**config.mk**
```make
export PLATFORM = sky130hd
export DESIGN_NAME = ibex_l2_register_file_mp
export DESIGN_NICKNAME = d
export VERILOG_FILES = /design/src/rtl/ibex_l2_register_file_mp.sv
export SDC_FILE = /design/constraint.sdc
export NUM_CORES = 2
export LEC_CHECK = 0
export BUFFER_PORTS_ARGS = -buffer_cell sky130_fd_sc_hd__buf_2
export CAP_MARGIN = 0
export CELL_PAD_IN_SITES_DETAIL_PLACEMENT = 1
export CELL_PAD_IN_SITES_GLOBAL_PLACEMENT = 2
export CORE_MARGIN = 2
export CORE_UTILIZATION = 37
export CTS_CLUSTER_DIAMETER = 150
export DETAILED_ROUTE_END_ITERATION = 6
export GPL_TIMING_DRIVEN = 0
export PLACE_DENSITY_LB_ADDON = 0.1
export REMOVE_ABC_BUFFERS = 1
export SLEW_MARGIN = 0
export SYNTH_ARGS = -nofsm -noshare
export SYNTH_HDL_FRONTEND = slang
export SYNTH_SLANG_ARGS = --single-unit
```
**constraint.sdc**
```tcl
create_clock -name clk_i -period 2.4 [get_ports clk_i]
set_input_delay 0.6 -clock clk_i [delete_from_list [all_inputs] [get_ports clk_i]]
set_output_delay 0.6 -clock clk_i [all_outputs]
set_load 0.05 [all_outputs]
```
**src/rtl/ibex_l2_register_file_mp.sv**
```systemverilog
// Multi-port flip-flop register file: 1 write port, NumReadPorts registered read ports with write-first bypass, sequential clear engine.
// Read latency 1 cycle; writes/reads are dropped while busy_o. Define IBEX_L2_RF_PARITY_EN to add per-word even parity.
module ibex_l2_register_file_mp #(
  parameter int DataWidth    = 32,
  parameter int NumWords     = 28,
  parameter int NumReadPorts = 2,
  parameter int ZeroReg      = 1,
  localparam int AddrWidth   = $clog2(NumWords)
) (
  input  logic                              clk_i,
  input  logic                              rst_ni,
  input  logic                              we_i,
  input  logic [AddrWidth-1:0]              waddr_i,
  input  logic [DataWidth-1:0]              wdata_i,
  input  logic [NumReadPorts-1:0]           re_i,
  input  logic [NumReadPorts*AddrWidth-1:0] raddr_i,
  output logic [NumReadPorts*DataWidth-1:0] rdata_o,
  output logic [NumReadPorts-1:0]           rvalid_o,
  input  logic                              clear_i,
  output logic                              busy_o,
  input  logic                              parity_inj_i,
  output logic [NumReadPorts-1:0]           parity_err_o
);

  localparam logic [AddrWidth:0]   NumWordsA = (AddrWidth+1)'(NumWords);
  localparam logic [AddrWidth-1:0] LastIdx   = AddrWidth'(NumWords - 1);

  typedef enum logic {IDLE, CLEAR} state_e;

  state_e                            state_q, state_d;
  logic [AddrWidth-1:0]              cnt_q, cnt_d;
  logic [DataWidth-1:0]              mem_q [NumWords];
  logic [DataWidth-1:0]              mem_d [NumWords];
  logic [NumReadPorts*DataWidth-1:0] rdata_q, rdata_d;
  logic [NumReadPorts-1:0]           rvalid_q, rvalid_d;
  logic                              idle;
  logic                              wr_ok;

`ifdef IBEX_L2_RF_PARITY_EN
  logic                    par_q [NumWords];
  logic                    par_d [NumWords];
  logic [NumReadPorts-1:0] perr_q, perr_d;
  logic                    wpar;

  assign wpar = (^wdata_i) ^ parity_inj_i;
`else
  logic unused_parity_inj;
  assign unused_parity_inj = parity_inj_i;
`endif

  assign idle  = (state_q == IDLE);
  // A clear request in the same cycle wins over the write.
  assign wr_ok = we_i & idle & ~clear_i & ({1'b0, waddr_i} < NumWordsA)
               & ~((ZeroReg != 0) & (waddr_i == '0));

  always_comb begin
    state_d = state_q;
    cnt_d   = cnt_q;
    mem_d   = mem_q;
`ifdef IBEX_L2_RF_PARITY_EN
    par_d   = par_q;
`endif
    case (state_q)
      IDLE: begin
        if (clear_i) begin
          state_d = CLEAR;
          cnt_d   = '0;
        end
      end
      CLEAR: begin
        mem_d[cnt_q] = '0;
`ifdef IBEX_L2_RF_PARITY_EN
        par_d[cnt_q] = 1'b0;
`endif
        if (cnt_q == LastIdx) begin
          state_d = IDLE;
        end else begin
          cnt_d = cnt_q + AddrWidth'(1);
        end
      end
      default: state_d = IDLE;
    endcase
    if (wr_ok) begin
      mem_d[waddr_i] = wdata_i;
`ifdef IBEX_L2_RF_PARITY_EN
      par_d[waddr_i] = wpar;
`endif
    end
  end

  for (genvar p = 0; p < NumReadPorts; p++) begin : g_rd
    logic [AddrWidth-1:0] ra;
    logic                 in_rng;
    logic                 zero_hit;
    logic                 rd_acc;
    logic [DataWidth-1:0] word;
    logic                 par;

    assign ra       = raddr_i[p*AddrWidth +: AddrWidth];
    assign in_rng   = ({1'b0, ra} < NumWordsA);
    assign zero_hit = (ZeroReg != 0) & (ra == '0);
    assign rd_acc   = re_i[p] & idle;

    // wr_ok already implies a valid, non-zero address, so a match is a true bypass.
    always_comb begin
      word = '0;
      par  = 1'b0;
      if (wr_ok && (waddr_i == ra)) begin
        word = wdata_i;
`ifdef IBEX_L2_RF_PARITY_EN
        par  = wpar;
`endif
      end else if (in_rng && !zero_hit) begin
        word = mem_q[ra];
`ifdef IBEX_L2_RF_PARITY_EN
        par  = par_q[ra];
`endif
      end
    end

    assign rdata_d[p*DataWidth +: DataWidth] = rd_acc ? word : rdata_q[p*DataWidth +: DataWidth];
    assign rvalid_d[p]                       = rd_acc;
`ifdef IBEX_L2_RF_PARITY_EN
    assign perr_d[p] = rd_acc & ((^word) ^ par);
`else
    logic unused_par;
    assign unused_par = par;
`endif
  end

  always_ff @(posedge clk_i or negedge rst_ni) begin
    if (!rst_ni) begin
      state_q  <= IDLE;
      cnt_q    <= '0;
      rdata_q  <= '0;
      rvalid_q <= '0;
      for (int i = 0; i < NumWords; i++) begin
        mem_q[i] <= '0;
`ifdef IBEX_L2_RF_PARITY_EN
        par_q[i] <= 1'b0;
`endif
      end
`ifdef IBEX_L2_RF_PARITY_EN
      perr_q   <= '0;
`endif
    end else begin
      state_q  <= state_d;
      cnt_q    <= cnt_d;
      rdata_q  <= rdata_d;
      rvalid_q <= rvalid_d;
      mem_q    <= mem_d;
`ifdef IBEX_L2_RF_PARITY_EN
      par_q    <= par_d;
      perr_q   <= perr_d;
`endif
    end
  end

  assign rdata_o  = rdata_q;
  assign rvalid_o = rvalid_q;
  assign busy_o   = (state_q == CLEAR);
`ifdef IBEX_L2_RF_PARITY_EN
  assign parity_err_o = perr_q;
`else
  assign parity_err_o = '0;
`endif

endmodule

```
==> run_results.csv <==
group,metric,value,unit
final_layout,n_fill_cell,15500,
sta,max_slew.worst_pin.slew,1.11,ns
sta,finalSetupViolCount,134,
place,hpwlAfterDp,146,mm
logic_synthesis,synth_top_area_cell,"dfrtp_1",
sta,final_worst_clock_skew,0.0360,ns
clock_tree,clock_sink_count,968,
route,ant_nets,0,
sta,setup_total_negative_slack,-4.23,ns
final_layout,layout-drive-gt1-share,0.204,
floorplanning,floorplan.die.height,382,um
logic_synthesis,post_synthesis_register_bit_count,968,
route,drt_wl_total,268,mm
clock_tree,h-tree-depth,3,
status,failed_checks,"negative setup slack",
logic_synthesis,ys.flop_type,"dfrtp_1",
route,number_of_drc_markers_in_iteration_0,5058,
sta,final.min_clock_period,2.49,ns
final_layout,layout.nets,5576,
logic_synthesis,postSynth.asyncResetShare,1.00,
power,pwr_density_cell,1100,nW/um^2
floorplanning,die-width,382,um
global_routing,via_count_of_the_first_global_routing_pass,48300,
logic_synthesis,synthTopCellsByCount,"nand2_1 (1,714), dfrtp_1 (968), o21ai_0 (962)",
place,placement.io_buffers,119,
logic_synthesis,yosysWarningCount,0,
floorplanning,placeableCoreArea,142000,um^2
place,post-place-ws,-1.81,ns
route,drc_errors,0,
logic_synthesis,postSynthCellCount,5551,
global_routing,grt_remaining_overflow,0,
power,worst_supply_voltage_drop_on_vdd,686,uV
status,run_status,"finished, violations left",
final_layout,fin_util,0.450,
clock_tree,numCtsBuffers,117,
clock_tree,cts_buffer_depth,3,
logic_synthesis,synth_most_common_cell,"nand2_1",
logic_synthesis,synth_edf_count,0,
logic_synthesis,ys_types,53,
clock_tree,cts_tree,"built",
global_routing,maximum_number_of_pins_on_one_net_before_global_route_repair,135,
logic_synthesis,synthesis.area_per_instance,9.51,um^2
global_routing,track_usage,0.359,
sta,timing.max_slew.rel_slack,0.259,
logic_synthesis,part_of_the_yosys_area_used_for_sequential_elements,0.459,
final_layout,finish.instance_area,63700,um^2
critical_path,cp.arrival,3.18,ns
critical_path,cp-start-kind,"register",
final_layout,flow.area_growth_from_synthesis,20.6,%
power,post-layout-total-power,70.1,mW
clock_tree,clk-insertion-delay-late,0.77,ns
sta,timing.final.ws_setup,-0.0920,ns
sta,timing_hold_violations_final,0,
critical_path,setup.worst_path.class,"register to register",
worst_hold_path,timing.hold.worst.class,"input port to register",
critical_path,required,3.09,ns
floorplanning,dieArea,146000,um^2
logic_synthesis,synth_area_leaders,"dfrtp_1 (46%), mux4_2 (14%), nand2_1 (12%)",
logic_synthesis,synth_largest_type_area_fraction,0.459,
global_routing,first_pass_grt_wire_length,372,mm
route,detail_route.wl_per_cell,35.7,um
sta,max_clock_freq,401,MHz
critical_path,crit_fanout,11,
sta,finalCritPeriodShare,1.04,
job,drv.max_cap_violation_count,0,
place,routabilityCongestion,0.754,
logic_synthesis,synth_area,52800,um^2
route,drt_pre_antenna_iters,7,
floorplanning,placement_rows,138,
place,place_area,57200,um^2
final_layout,sequential_cell_area,24200,um^2
floorplanning,initial_cell_density_of_the_core,0.373,
sta,grt_setup_unrepaired,"yes",
route,viasPerCell,6.32,
clock_tree,clkSlewWorstSetupHoldPaths,0.06,ns
route,route.vias.total,47400,
critical_path,worst_setup_ep_type,"register",
final_layout,multi_input_comb_area,27500,um^2
power,power.static_leakage,26.8,nW
clock_tree,clock-root-buffer,"clkbuf_16",
floorplanning,floorplan.io_pins,123,
global_routing,grt_antenna_before_repair,19,
sta,final-max-slew-violation-count,0,
[power breakdown]
group	total, mW	internal, mW	switching, mW
combinational	23.2	9.83	13.4
sequential	28.8	23.3	5.51
clock	18.1	10.4	7.74
[state kept, by name, indices dropped and copies added, names as in the netlist]
signal	count
cnt_q	5
busy_o	1
rvalid_o	2
mem_q	896
rdata_o	64
[routing by layer]
metal,vias up,share of wire,track usage
li1,19500,-,-
met2,2224,0.44,0.545
met1,25100,0.43,0.509
met5,-,0.00043,0
met3,625,0.086,0.0660
met4,18,0.045,0.135
[cells in the final DEF, fill, tap and decap left out, types with 58 or more instances in the layout]
master and n:
buf_12 95, o21ai_0 943, o211ai_1 64, buf_16 58, nand3_1 68, buf_2 109, mux4_2 326, o22ai_1 68
mux2i_1 252, buf_4 78, clkbuf_16 128, dfrtp_1 965, nand2_1 1702, a211oi_1 58, a22o_1 64
[cell type report]
cell class	instances	area share
multi-input combinational	4020	0.432
sequential	968	0.380
timing repair buffer	397	0.0899
clock buffer	182	0.0544
tap	1890	0.0371
clock inverter	32	0.00503
inverter	13	0.000825
antenna	5	0.000196
[metrics by stage]
step                hold WS, ns  cells
floorplan                 0.304   4983
global placement          0.495   6992
detailed placement        0.504   7125
CTS                       0.224   7442
global route              0.296   7503
finish                    0.283   7507
[worst paths after layout]
check | to | slack [ns] | start | depth (start not counted)
max in group asynchronous | mem_q[804]$_DFF_PN0_ | 0.26 | rst_ni | 4
min reg2reg | mem_q[868]$_DFF_PN0_ | 0.52 | mem_q[868]$_DFF_PN0_ | 1
min | cnt_q[4]$_DFFE_PN0P_ | 0.28 | clear_i | 4
max reg2reg | mem_q[759]$_DFF_PN0_ | -0.09 | busy_o$_DFF_PN0_ | 7
min in group asynchronous | mem_q[157]$_DFF_PN0_ | 0.36 | rst_ni | 2
max | mem_q[759]$_DFF_PN0_ | -0.09 | busy_o$_DFF_PN0_ | 7
[worst max-delay path, cell delays in order, from the launching register on]
cell     delay [ns]
dfrtp_4        0.52
nor3b_4        0.20
buf_6          0.15
buf_4          0.13
nand3_2        0.23
nor2_4         0.92
nand2_1        0.16
nand2_1        0.10
[repair_timing]
action                                  in CTS  in global routing
endpoints found under the setup margin     968                485
resized for setup                           59                 81
endpoints found under the hold margin       77                  0
buffers inserted                            69                 49
hold buffers                                 1                  0
pin swaps                                   32                 29
cloned                                      33                 12
[cells by family (layout without fill, tap and decap cells)]
kind of cell    after synthesis  count (layout)  synth area share
buf+inv                     582             624            0.0427
compound gates             1359            1360             0.147
mux                         634             634             0.199
xor+xnor                     12              12           0.00199
flops                       968             968             0.459
fa+ha+maj                     5               5           0.00118
other cells                   1               7         0.0000710
simple gates               1990            2007             0.150
(Power assumes the default switching activity.)
